$ cat config.mk
export PLATFORM = sky130hd
export DESIGN_NAME = nested_cnt_en
export DESIGN_NICKNAME = d
export VERILOG_FILES = /design/src/rtl/nested_cnt_en_pkg.sv /design/src/rtl/nested_cnt_en_cnt_stage.sv /design/src/rtl/nested_cnt_en.sv
export SDC_FILE = /design/constraint.sdc
export NUM_CORES = 1
export LEC_CHECK = 0
export ABC_CLOCK_PERIOD_IN_PS = 3000
export CAP_MARGIN = 30
export CELL_PAD_IN_SITES_DETAIL_PLACEMENT = 0
export CELL_PAD_IN_SITES_GLOBAL_PLACEMENT = 1
export CORE_MARGIN = 3
export CORE_UTILIZATION = 30
export CTS_BUF_LIST = sky130_fd_sc_hd__clkbuf_16
export CTS_CLUSTER_SIZE = 40
export DETAILED_ROUTE_END_ITERATION = 12
export PLACE_DENSITY = 0.73
export SLEW_MARGIN = 20
export SYNTH_ARGS = -nofsm -noshare
export SYNTH_HDL_FRONTEND = slang
export SYNTH_HIERARCHICAL = 1
export SYNTH_SLANG_ARGS = --single-unit
$ cat constraint.sdc
create_clock -name clk -period 3 [get_ports clk]
set_input_delay 0.75 -clock clk [delete_from_list [all_inputs] [get_ports clk]]
set_output_delay 0.75 -clock clk [all_outputs]
set_load 0.01 [all_outputs]
$ cat src/rtl/nested_cnt_en_pkg.sv
// ---------------------------------------------------------------------------
// fc_cnt_pkg
//
// Shared definitions for the nested-loop tile-index counter (nested_cnt_en)
// and its per-channel stage (cnt_stage).
//
// Contents:
//   cnt_state_e     - traversal FSM states (idle / running / done pulse)
//   CNT_WIDTH_DEF   - default bits per channel counter; follows the
//                     design-wide input width FC_IN_WIDTH
//   CNT_NUM_CH_DEF  - default number of nested channels
// ---------------------------------------------------------------------------
`ifndef FC_IN_WIDTH
`define FC_IN_WIDTH 8
`endif

package fc_cnt_pkg;

  localparam int CNT_WIDTH_DEF = `FC_IN_WIDTH;

  localparam int CNT_NUM_CH_DEF = 3;

  typedef enum logic [1:0] {
    CNT_IDLE,
    CNT_RUN,
    CNT_DONE
  } cnt_state_e;

endpackage

$ cat src/rtl/nested_cnt_en_cnt_stage.sv
// ---------------------------------------------------------------------------
// cnt_stage
//
// One channel of the nested counter: a count register plus the limit that
// was captured when the traversal started.
//
// Ports:
//   clk      in  clock
//   rst_n    in  asynchronous active-low reset (count and limit to 0)
//   clr      in  synchronous clear of the count, highest priority
//   load     in  capture limit and zero the count (accepted start)
//   carry_in in  advance this channel on this edge (already gated by
//                busy & enable and by all inner channels being at limit)
//   limit    in  terminal value, inclusive
//   cnt      out current count
//   at_lim   out count equals captured limit
//   wrap     out channel returns to 0 on this edge
// ---------------------------------------------------------------------------
module cnt_stage
  import fc_cnt_pkg::*;
#(
  parameter int WIDTH = CNT_WIDTH_DEF
) (
  input  logic             clk,
  input  logic             rst_n,
  input  logic             clr,
  input  logic             load,
  input  logic             carry_in,
  input  logic [WIDTH-1:0] limit,
  output logic [WIDTH-1:0] cnt,
  output logic             at_lim,
  output logic             wrap
);

  localparam logic [WIDTH-1:0] ONE = WIDTH'(1);

  logic [WIDTH-1:0] lim_q;

  // Equality compare only: a limit of all-ones wraps through the normal
  // reset-to-zero path, so no extra overflow bit is needed.
  assign at_lim = (cnt == lim_q);
  assign wrap   = carry_in & at_lim;

  always_ff @(posedge clk or negedge rst_n) begin
    if (!rst_n) begin
      cnt   <= '0;
      lim_q <= '0;
    end else if (clr) begin
      cnt <= '0;
    end else if (load) begin
      lim_q <= limit;
      cnt   <= '0;
    end else if (carry_in) begin
      cnt <= at_lim ? '0 : cnt + ONE;
    end
  end

endmodule

$ cat src/rtl/nested_cnt_en.sv
// ---------------------------------------------------------------------------
// nested_cnt_en
//
// Parametrised nested-loop counter for the FC datapath controller. NUM_CH
// counters of WIDTH bits are chained so that channel i+1 advances when
// channel i wraps (channel 0 innermost). A start/busy/done FSM frames one
// full traversal of prod(limit[i]+1) steps.
//
// Optional feature: define FC_CNT_GRAY_EN to add gray_out, a Gray-coded copy
// of each channel count for clock-domain handoff of tile indices.
//
// Ports:
//   clk       in  clock
//   rst_n     in  asynchronous active-low reset
//   clr       in  synchronous abort/clear, overrides start and enable
//   start     in  begin a traversal (IDLE only); samples limit
//   enable    in  advance one step (RUN only)
//   limit     in  NUM_CH x WIDTH per-channel inclusive terminal values
//   cnt_out   out NUM_CH x WIDTH current channel counts
//   wrap      out NUM_CH per-channel wrap on this step (combinational)
//   busy      out FSM in RUN
//   done      out one-cycle pulse after the final step
//   gray_out  out NUM_CH x WIDTH Gray counts (FC_CNT_GRAY_EN only)
// ---------------------------------------------------------------------------
module nested_cnt_en
  import fc_cnt_pkg::*;
#(
  parameter int WIDTH  = CNT_WIDTH_DEF,
  parameter int NUM_CH = CNT_NUM_CH_DEF
) (
  input  logic                    clk,
  input  logic                    rst_n,
  input  logic                    clr,
  input  logic                    start,
  input  logic                    enable,
  input  logic [NUM_CH*WIDTH-1:0] limit,
  output logic [NUM_CH*WIDTH-1:0] cnt_out,
  output logic [NUM_CH-1:0]       wrap,
  output logic                    busy,
  output logic                    done
`ifdef FC_CNT_GRAY_EN
  ,
  output logic [NUM_CH*WIDTH-1:0] gray_out
`endif
);

  cnt_state_e        state_q;
  cnt_state_e        state_d;
  logic              load;
  logic              final_step;
  logic [NUM_CH-1:0] carry;
  logic [NUM_CH-1:0] at_lim;

  // -------------------------------------------------------------------------
  // Traversal FSM
  // -------------------------------------------------------------------------
  always_ff @(posedge clk or negedge rst_n) begin
    if (!rst_n) begin
      state_q <= CNT_IDLE;
    end else begin
      state_q <= state_d;
    end
  end

  always_comb begin
    state_d = state_q;
    load    = 1'b0;
    busy    = 1'b0;
    done    = 1'b0;
    case (state_q)
      CNT_IDLE: begin
        if (start) begin
          state_d = CNT_RUN;
          load    = 1'b1;
        end
      end
      CNT_RUN: begin
        busy = 1'b1;
        if (final_step) begin
          state_d = CNT_DONE;
        end
      end
      CNT_DONE: begin
        done    = 1'b1;
        state_d = CNT_IDLE;
      end
      default: begin
        state_d = CNT_IDLE;
      end
    endcase
    // Abort wins over everything; a clear on the final step lands in IDLE
    // so the done pulse never appears.
    if (clr) begin
      state_d = CNT_IDLE;
      load    = 1'b0;
    end
  end

  // -------------------------------------------------------------------------
  // Carry chain: a channel advances only when every inner channel sits at
  // its limit. The outermost channel wrapping implies all channels wrap,
  // which is exactly the final step of the traversal.
  // -------------------------------------------------------------------------
  assign carry[0]   = busy & enable;
  assign final_step = wrap[NUM_CH-1];

  for (genvar i = 1; i < NUM_CH; i++) begin : g_carry
    assign carry[i] = carry[i-1] & at_lim[i-1];
  end

  for (genvar i = 0; i < NUM_CH; i++) begin : g_ch
    cnt_stage #(
      .WIDTH (WIDTH)
    ) u_stage (
      .clk      (clk),
      .rst_n    (rst_n),
      .clr      (clr),
      .load     (load),
      .carry_in (carry[i]),
      .limit    (limit[i*WIDTH +: WIDTH]),
      .cnt      (cnt_out[i*WIDTH +: WIDTH]),
      .at_lim   (at_lim[i]),
      .wrap     (wrap[i])
    );
  end

`ifdef FC_CNT_GRAY_EN
  // Gray encoding of the registered count, so a reader in another clock
  // domain sees at most one bit change per step.
  for (genvar i = 0; i < NUM_CH; i++) begin : g_gray
    logic [WIDTH-1:0] bin;
    assign bin                        = cnt_out[i*WIDTH +: WIDTH];
    assign gray_out[i*WIDTH +: WIDTH] = bin ^ (bin >> 1);
  end
`endif

endmodule

### Word level (Yosys, flattened, before mapping)

Cells that the tools add are included.

| operators by class | value |
|---|---|
| add/subtract/negate cells | 3 |
| eq/ne operators | 7 |
| mux-type cells | 21 |
| bitwise operators | 5 |
| reduce and logical (&&, ||, !) cells | 6 |

Operator list:

| operator | count |
|---|---|
| $mux W8 | 12 |
| $add A8 B1 Y8 const B | 3 |
| $eq A8 B8 Y1 | 3 |
| $reduce_bool A3 Y1 | 3 |
| $mux W2 | 3 |
| $ne A3 B3 Y1 const B | 2 |
| $mux W1 | 5 |
| $and A1 B1 Y1 | 4 |
| $pmux W2 S2 | 1 |
| $reduce_and A2 Y1 | 2 |
| $eq A2 B1 Y1 const B | 1 |
| $eq A2 B2 Y1 const B | 1 |
| $logic_not A2 Y1 | 1 |
| $not A1 Y1 | 1 |

| storage, ports and cells | value |
|---|---|
| register bits | 50 |
| input bits | 29 |
| output and inout port bits | 29 |
| word-level logic and storage cells | 49 |

### Depth between registers and ports, before layout

Gate-level depths: netlist (run 1).

| logic depth | value |
|---|---|
| depth in word-level cells | 9 |
| mapped depth | 8 |
| mapped depth without buffers | 8 |

### Hierarchy

The synthesis (run 1) kept the hierarchy.

Modules (own cells, without submodules):

| module | instances | cells an instance | area an instance (µm²) | sequential area each (µm²) |
|---|---|---|---|---|
| cnt_stage | 3 | 72 | 835.8 | 400.4 |
| nested_cnt_en | 1 | 13 | 133.9 | 50.0 |

### Worst setup path before layout (run 1)

OpenSTA, ideal clock, no wires.

| timing | value |
|---|---|
| path type | reg2out |
| from | register g_ch[0].u_stage.cnt[0] |
| to | output port wrap[2] |
| data arrival time | 1896 ps |
| path slack | 354 ps |
| cell stages (with the launch flop) | 8 |
| buffers on the path | 1 |
| cell sequence | dfrtp_1 > xnor2_1 > nand4_1 > nor2_1 > and4_1 > inv_1 > nor3_4 > buf_4 |

| between the ends | value |
|---|---|
| longest elaborated chain between the ends | 4 |

Ends and longest elaborated chain:

| what | RTL line | text |
|---|---|---|
| start, declared | nested_cnt_en_cnt_stage.sv:30 | `output logic [WIDTH-1:0] cnt,` |
| start signal, assigned | nested_cnt_en_cnt_stage.sv:54 | `cnt <= at_lim ? '0 : cnt + ONE;` |
| $eq A8 B8 Y1 | nested_cnt_en_cnt_stage.sv:41 | `assign at_lim = (cnt == lim_q);` |
| net at_lim[0] | nested_cnt_en.sv:52 | `logic [NUM_CH-1:0] at_lim;` |
| $and A1 B1 Y1 (2 in series) | nested_cnt_en.sv:108 | `assign carry[i] = carry[i-1] & at_lim[i-1];` |
| net carry[2] | nested_cnt_en.sv:51 | `logic [NUM_CH-1:0] carry;` |
| $and A1 B1 Y1 | nested_cnt_en_cnt_stage.sv:42 | `assign wrap = carry_in & at_lim;` |
| end, declared | nested_cnt_en.sv:38 | `output logic [NUM_CH-1:0] wrap,` |

The timed path passes the listed nets, and every way through them passes these cells.

### Final worst setup path (run 1)

| timing | value |
|---|---|
| from | input port enable |
| to | output port wrap[2] |

| between the ends | value |
|---|---|
| longest elaborated chain between the ends | 4 |

Ends and longest elaborated chain:

| what | RTL line | text |
|---|---|---|
| start, declared | nested_cnt_en.sv:35 | `input logic enable,` |
| $and A1 B1 Y1 | nested_cnt_en.sv:104 | `assign carry[0] = busy & enable;` |
| $and A1 B1 Y1 (2 in series) | nested_cnt_en.sv:108 |  |
| net carry[2] | nested_cnt_en.sv:51 |  |
| $and A1 B1 Y1 | nested_cnt_en_cnt_stage.sv:42 |  |

The timed path passes the listed nets, and every way through them passes these cells.

==> results of run 1 <==
==> worst max-delay path, stage by stage <==
cell	delay [ns]
clkdlybuf4s50_1	0.48
and4_1	0.21
inv_1	0.08
nor3_4	0.20
dlygate4sd2_1	0.29
==> metal layers <==
metal | share of wire, % | vias up
met4 | 0.77 | 0
met1 | 47 | 952
met2 | 47 | 46
met3 | 5.5 | 5
met5 | 0 | -
li1 | - | 975
==> worst min-delay path by stage <==
stage                                         from                       end  slack, ns
after CTS                 g_ch[2].u_stage/lim_q[3]  g_ch[2].u_stage/lim_q[3]       0.53
after global placement    g_ch[2].u_stage/lim_q[3]  g_ch[2].u_stage/lim_q[3]       0.51
after floorplan                              rst_n    g_ch[0].u_stage/cnt[0]       0.45
final                     g_ch[1].u_stage/lim_q[2]  g_ch[1].u_stage/lim_q[2]       0.53
after global routing      g_ch[2].u_stage/lim_q[6]  g_ch[2].u_stage/lim_q[6]       0.55
after detailed placement  g_ch[2].u_stage/lim_q[3]  g_ch[2].u_stage/lim_q[3]       0.52
==> cell type report <==
| type | count | area (sq um) | area share [%] |
|---|---|---|---|
| Multi-Input combinational cell | 166 | 1310 | 36.3 |
| Sequential cell | 50 | 1250 | 34.5 |
| Timing Repair Buffer | 84 | 768 | 21.2 |
| Tap cell | 105 | 131 | 3.63 |
| Clock buffer | 5 | 125 | 3.45 |
| Inverter | 6 | 22.5 | 0.622 |
| Clock inverter | 2 | 11.3 | 0.311 |
==> Yosys cell counts <==
master,number,area (sq um)
dfrtp_1,50,1250
xnor2_1,36,315
mux2_2,24,270
nor3_1,19,95.1
nand2_1,12,45.0
nor2_1,12,45.0
nand4_1,9,56.3
inv_1,6,22.5
nor3_2,6,60.1
o31ai_1,6,45.0
xor2_1,6,52.6
and2b_2,3,26.3
buf_2,3,15.0
buf_6,3,33.8
ha_1,3,37.5
nand3_1,3,15.0
nor3_4,3,48.8
o2111ai_1,3,26.3
o22ai_2,3,37.5
o32ai_1,3,26.3
or2_1,3,18.8
or3_1,3,18.8
nand2b_1,2,12.5
a211oi_1,1,7.51
and2_1,1,6.26
and2b_1,1,7.51
and3_1,1,6.26
and3b_1,1,8.76
and4_1,1,8.76
buf_4,1,7.51
nor2b_4,1,13.8
==> power by group <==
| part | switching (W) | internal [W] | total [W] |
|---|---|---|---|
| Sequential | 0.0000550 | 0.000753 | 0.000808 |
| Clock | 0.000238 | 0.000302 | 0.000539 |
| Combinational | 0.000106 | 0.000170 | 0.000276 |
| Total | 0.000398 | 0.00122 | 0.00162 |
==> cell usage in the layout, fill, tap and decap left out, types with 7 or more instances in the layout <==
| cell | synthesis | routed |
|---|---|---|
| clkdlybuf4s50_1 | 0 | 53 |
| dfrtp_1 | 50 | 50 |
| xnor2_1 | 36 | 36 |
| buf_4 | 1 | 27 |
| mux2_2 | 24 | 24 |
| nor3_1 | 19 | 19 |
| nand2_1 | 12 | 12 |
| nor2_1 | 12 | 11 |
| nand4_1 | 9 | 9 |
| inv_1 | 6 | 7 |
==> sequential cells by signal (all words and copies together), names as in the netlist <==
| signal | cells |
|---|---|
| state_q | 2 |
| g_ch.u_stage/lim_q | 24 |
| g_ch.u_stage/cnt | 24 |
==> kinds of logic after synthesis <==
group	after synthesis	synth area share, %
compound gates	16	5.40
xor+xnor	42	13.9
fa+ha+maj	3	1.42
buf+inv	13	2.98
flops	50	47.4
mux	24	10.2
simple gates	81	18.7
==> through the flow <==
| stage | util [%] | TNS, ns | setup slack, ns | area, sq um | power (W) |
|---|---|---|---|---|---|
| global placement | 41.6 | -0.0438 | -0.0438 | 3480 | 0.00110 |
| finish | 43.2 | 0 | 0.238 | 3620 | 0.00162 |
| detailed placement | 41.6 | -0.0402 | -0.0402 | 3480 | 0.00110 |
| CTS | 43.2 | 0 | 0.0131 | 3620 | 0.00166 |
| floorplan | - | 0 | 0.354 | 2640 | 0.000992 |
| global route | 43.2 | 0 | 0.0577 | 3620 | 0.00171 |
==> what timing repair did <==
action,CTS,global route
resized for setup,3,1
endpoints found under the hold margin,0,0
endpoints found under the setup margin,2,1
==> results.md, run 1 <==
* WS Path Type: input pin to output pin
* FMAX at 362 MHz
* RSZ-0062 raised after global routing: false
* GR Util met2 at 20.8%
* CTS tree: yes
* Die area at 9970 sq um
* Status: finished clean
* Placer Congestion at 0.774
* WHS Path Cells at 1
* Fillers at 806
* Hold Crit Class: flip-flop to flip-flop
* Synth warn at 6
* Crit. Startpoint: enable
* Final slew viol count at 0
* # nets final at 345
* First-pass GRT wire length at 10,500 um
* Clock slew at reported path FFs at 0.06 ns
* Final Critical Period at 2.76 ns
* Setup repair bufs after CTS at 0
* Worst-margin pin slew at 0.640 ns
* Skew-Pair Late Insertion Delay at 0.28 ns
* CTS Root Cell: clkbuf_16
* Met1 Use GR at 17.3%
* CTS Hold Bufs at 0
* DP HPWL at 4590 um
* Final Hold Vio Count at 0
* Chip Height at 99.8 um
* Max-slew headroom at 57.3%
* CP Capture Type: output pin
* Mapped Cells at 229
* Mapped cell area at 2640 sq um
* Sequential element share of the synthesized area at 47.4%
* Peak supply drop at 0.000201 V
* GRT Residual Overflow at 0
* Cells on worst reg2reg path at 9
* Clock tree buffer depth at 2
* Unique cell type count in the Yosys netlist at 31
* Ant. Diodes at 0
* Largest net degree at the start of global routing at 51
* Vias in the first global route at 2,128
* Max-Cap Viols at 0
* Die Width at 99.8 um
* Pwr/cell area at 448 nW/um^2
* Final setup fails at 0
* Layout cells sized above 1 at 24.0%
* CTS H-tree depth at 2
* Mean area per synthesized cell at 11.5 sq um
* Detailed Route Iter0 Violations at 66
* Type of origin of the critical path: input pin
* Drt wl/cell at 14.5 um
* Final Skew at 0.00618 ns
* Worst endpoint required time at 2.25 ns
* Final antenna-violating net count at 0
* Leakage at 1.46 nW
* Grt peak-use layer: met2
* Reg-to-Reg Start: g_ch[1].u_stage/cnt[5]
* Fin Hold WS at 0.525 ns
* Via count at 1,978
* Core Box Area at 8380 sq um
* CP arrival at 2.01 ns
* Syn_nets at 261
* Seq cells post-synth at 50
* CP endpoint: wrap[2]
* CTS Buf Count at 5
* Max Fanout on Critical Path at 3
* Port bufs at 57
* Vias per inst at 4.73
* Sink Count at 50
* WL final at 6080 um
* GR Util met3 at 3.54%
* GRT Overall Usage at 13.0%
* Post-Layout Cell Count at 418
* Placed cell count at 411
* Std cell rows at 33
* Area Overhead vs Synth at 37.2%
* Worst reg-to-reg setup slack at 0.92 ns
* Part of the cycle the worst path needs at 92.1%
* Pre-Repair DR Iteration Count at 4
* IO Pins at 58
* Initial antenna violation count at 0
* R2R Path End: g_ch[2].u_stage/cnt[4]
* Initial Utilization at 31.5%
* DR DRC count at 0
Note: power is estimated with default switching activity, not from simulation.
==> run 2, diff against run 1 <==
--- a/config.mk
+++ b/config.mk
@@ -9,6 +9,7 @@
 export CAP_MARGIN = 30
 export CELL_PAD_IN_SITES_DETAIL_PLACEMENT = 0
 export CELL_PAD_IN_SITES_GLOBAL_PLACEMENT = 1
+export CORE_ASPECT_RATIO = 0.6
 export CORE_MARGIN = 3
 export CORE_UTILIZATION = 30
 export CTS_BUF_LIST = sky130_fd_sc_hd__clkbuf_16
==> run 2 against run 1 <==
Non-clock buffer count is 9 higher. Critical path type unchanged. Clock-buffer cell count is the same. Die area increased by 0.37%. Fmax shrank 2.7%. Register-to-register slack is essentially flat. Largest power group unchanged.
==> results.md, run 2 (synthesis gave the netlist of run 1 again) <==
* Port bufs at 57 (unchanged)
* Final antenna-violating net count at 0 (unchanged)
* CP max stage delay at 0.52 ns (was 0.48 ns)
* Pre-CTS WS at -0.0998 ns (was -0.0402 ns)
* Final slew viol count at 0 (unchanged)
* Most frequent cells in the layout: clkdlybuf4s50_1 (53), dfrtp_1 (50), xnor2_1 (36), buf_4 (36), mux2_2 (24) (was clkdlybuf4s50_1 (53), dfrtp_1 (50), xnor2_1 (36), buf_4 (27), mux2_2 (24))
* CP Capture Type: output pin (unchanged)
* Die Width at 127 um (was 99.8 um)
* Detailed Route Iter0 Violations at 57 (was 66)
* P_int at 0.00123 W (was 0.00122 W)
* CP Depth at 5 (unchanged)
* Buf/Inv on CP at 3 (unchanged)
* Placer Congestion at 0.780 (was 0.774)
* Area of placed instances at 3550 sq um (was 3480 sq um)
* Worst endpoint required time at 2.25 ns (about the same)
* Die area at 10,000 sq um (was 9970 sq um)
* Vias per inst at 4.65 (was 4.73)
* Pre-Repair DR Iteration Count at 4 (unchanged)
* Sequential Power Share at 49.3% (was 49.8%)
* WS Path Type: input pin to output pin (unchanged)
* Regs by FF count: g_ch.u_stage/cnt: 24 flops, g_ch.u_stage/lim_q: 24 flops, state_q: 2 flops (unchanged)
* Final Worst Setup Slack at 0.160 ns (was 0.238 ns)
* Max-Cap Viols at 0 (unchanged)
* Chip Height at 78.7 um (was 99.8 um)
* Fillers at 807 (was 806)
* Power share of the clock group at 33.4% (was 33.2%)
* Type of origin of the critical path: input pin (unchanged)
* Std cell rows at 25 (was 33)
* Peak supply drop at 0.000210 V (was 0.000201 V)
* Part of the cycle the worst path needs at 94.7% (was 92.1%)
* Core Box Area at 8200 sq um (was 8380 sq um)
* Initial antenna violation count at 0 (unchanged)
* Worst path top cell family by delay: buffers and inverters (unchanged)
* Fin area at 3700 sq um (was 3620 sq um)
* CTS Buf Count at 5 (unchanged)
* Min-Delay Startpoint: g_ch[2].u_stage/lim_q[1] (was g_ch[1].u_stage/lim_q[2])
* Logic gate share of total power at 17.3% (was 17.0%)
* Via count at 2,003 (was 1,978)
* Final Hold Vio Count at 0 (unchanged)
* DR DRC count at 0 (unchanged)
* Max-slew headroom at 56.1% (was 57.3%)
* Max stage delay cell, worst path: clkdlybuf4s50_1 (unchanged)
* Clock slew at reported path FFs at 0.06 ns (about the same)
* CTS Root Cell: clkbuf_16 (unchanged)
* Drt wl/cell at 14.9 um (was 14.5 um)
* Max Fanout on Critical Path at 3 (unchanged)
* Worst-margin pin slew at 0.658 ns (was 0.640 ns)
* CTS H-tree depth at 2 (unchanged)
* Skew-Pair Late Insertion Delay at 0.29 ns (was 0.28 ns)
* Layout cells sized above 1 at 26.3% (was 24.0%)
* FMAX at 352 MHz (was 362 MHz)
* Ant. Diodes at 0 (unchanged)
* P_sw at 0.000408 W (was 0.000398 W)
* Final setup fails at 0 (unchanged)
* Crit-path cells: clkdlybuf4s50_1, and3_1, inv_1, nor3_4, dlygate4sd2_1 (was clkdlybuf4s50_1, and4_1, inv_1, nor3_4, dlygate4sd2_1)
* Crit. Startpoint: enable (unchanged)
* Fin util at 45.1% (was 43.2%)
* CP arrival at 2.09 ns (was 2.01 ns)
* DP HPWL at 4830 um (was 4590 um)
* Commonest non-fill, non-tap cell in the layout: clkdlybuf4s50_1 (unchanged)
* # nets final at 354 (was 345)
* Pwr/cell area at 442 nW/um^2 (was 448 nW/um^2)
* Leakage at 1.50 nW (was 1.46 nW)
* First-pass GRT wire length at 10,500 um (about the same)
* WL final at 6430 um (was 6080 um)
* Status: finished clean (unchanged)
* Largest net degree at the start of global routing at 51 (unchanged)
* RSZ-0062 raised after global routing: false (unchanged)
* Initial Utilization at 32.2% (was 31.5%)
* Fin Hold WS at 0.529 ns (was 0.525 ns)
* GRT Residual Overflow at 0 (unchanged)
* Vias in the first global route at 2,053 (was 2,128)
* Setup tns final at 0 ns (unchanged)
* Clock tree buffer depth at 2 (unchanged)
* Final Skew at 0.00917 ns (was 0.00618 ns)
* Net Sw Frac at 25.0% (was 24.5%)
* Hold Crit Class: flip-flop to flip-flop (unchanged)
* WHS Path Cells at 1 (unchanged)
* Cells on worst reg2reg path at 9 (unchanged)
* Reg-to-Reg Start: g_ch[1].u_stage/cnt[3] (was g_ch[1].u_stage/cnt[5])
* Area Overhead vs Synth at 40.1% (was 37.2%)
* CTS tree: yes (unchanged)
* Sink Count at 50 (unchanged)
* IO Pins at 58 (unchanged)
* GRT Overall Usage at 13.4% (was 13.0%)
* Final Critical Period at 2.84 ns (was 2.76 ns)
-- run 2: changes by cell type in the layout (fill, tap and decap cells not counted), sizes merged --
cell,change
buf,+9
clkinv,+2
dlymetal6s2s,-1
clkinvlp,-1
dlygate4sd2,+1
-- run 2: area by class of cell --
class                   instances  area, sq um  share of cell area (%)
clock inverters                 3         12.5                   0.338
inverters                       6         22.5                   0.609
multi-input cells             166         1320                    35.7
well taps                     108          135                    3.65
clock buffers                   5          125                    3.38
flip-flops and latches         50         1250                    33.8
repair buffers                 93          832                    22.5
-- run 2: final timing paths --
path	endpoint	slack (ns)
max	wrap[1]	0.16
min	g_ch[2].u_stage/lim_q[1]	0.53
max reg2reg	g_ch[2].u_stage/cnt[4]	0.91
min reg2reg	g_ch[2].u_stage/lim_q[1]	0.53
max in group asynchronous	g_ch[1].u_stage/cnt[0]	1.99
min in group asynchronous	g_ch[1].u_stage/lim_q[6]	0.57
-- run 2: layer usage --
layer / track usage [%] / wire length, um / vias up / part of all wire, %
li1: - / - / 994 / -
met1: 20.2 / 3580 / 958 / 56
met2: 17.9 / 2420 / 43 / 38
met3: 4.01 / 342 / 8 / 5.3
met4: 4.18 / 85 / 0 / 1.3
met5: 0 / 0 / - / 0
-- run 2: power by group through the flow --
stage                     Combinational (W)  Sequential [W]  Clock, W
after detailed placement           0.000283        0.000821         0
after global placement             0.000280        0.000817         0
after global routing               0.000313        0.000816  0.000594
after CTS                          0.000289        0.000808  0.000575
final                              0.000283        0.000806  0.000546
after floorplan                    0.000183        0.000808         0
-- run 2: stage by stage --
stage,cells,power [W]
final,431,0.00164
after global routing,431,0.00172
after CTS,431,0.00167
after detailed placement,422,0.00110
after global placement,422,0.00110
after floorplan,229,0.000992
-- run 2: repair_timing --
action | in CTS | in global routing
hold buffers | 0 | 0
endpoints found under the setup margin | 3 | 0
gates resized for setup | 6 | 0
buffers inserted | 1 | 0
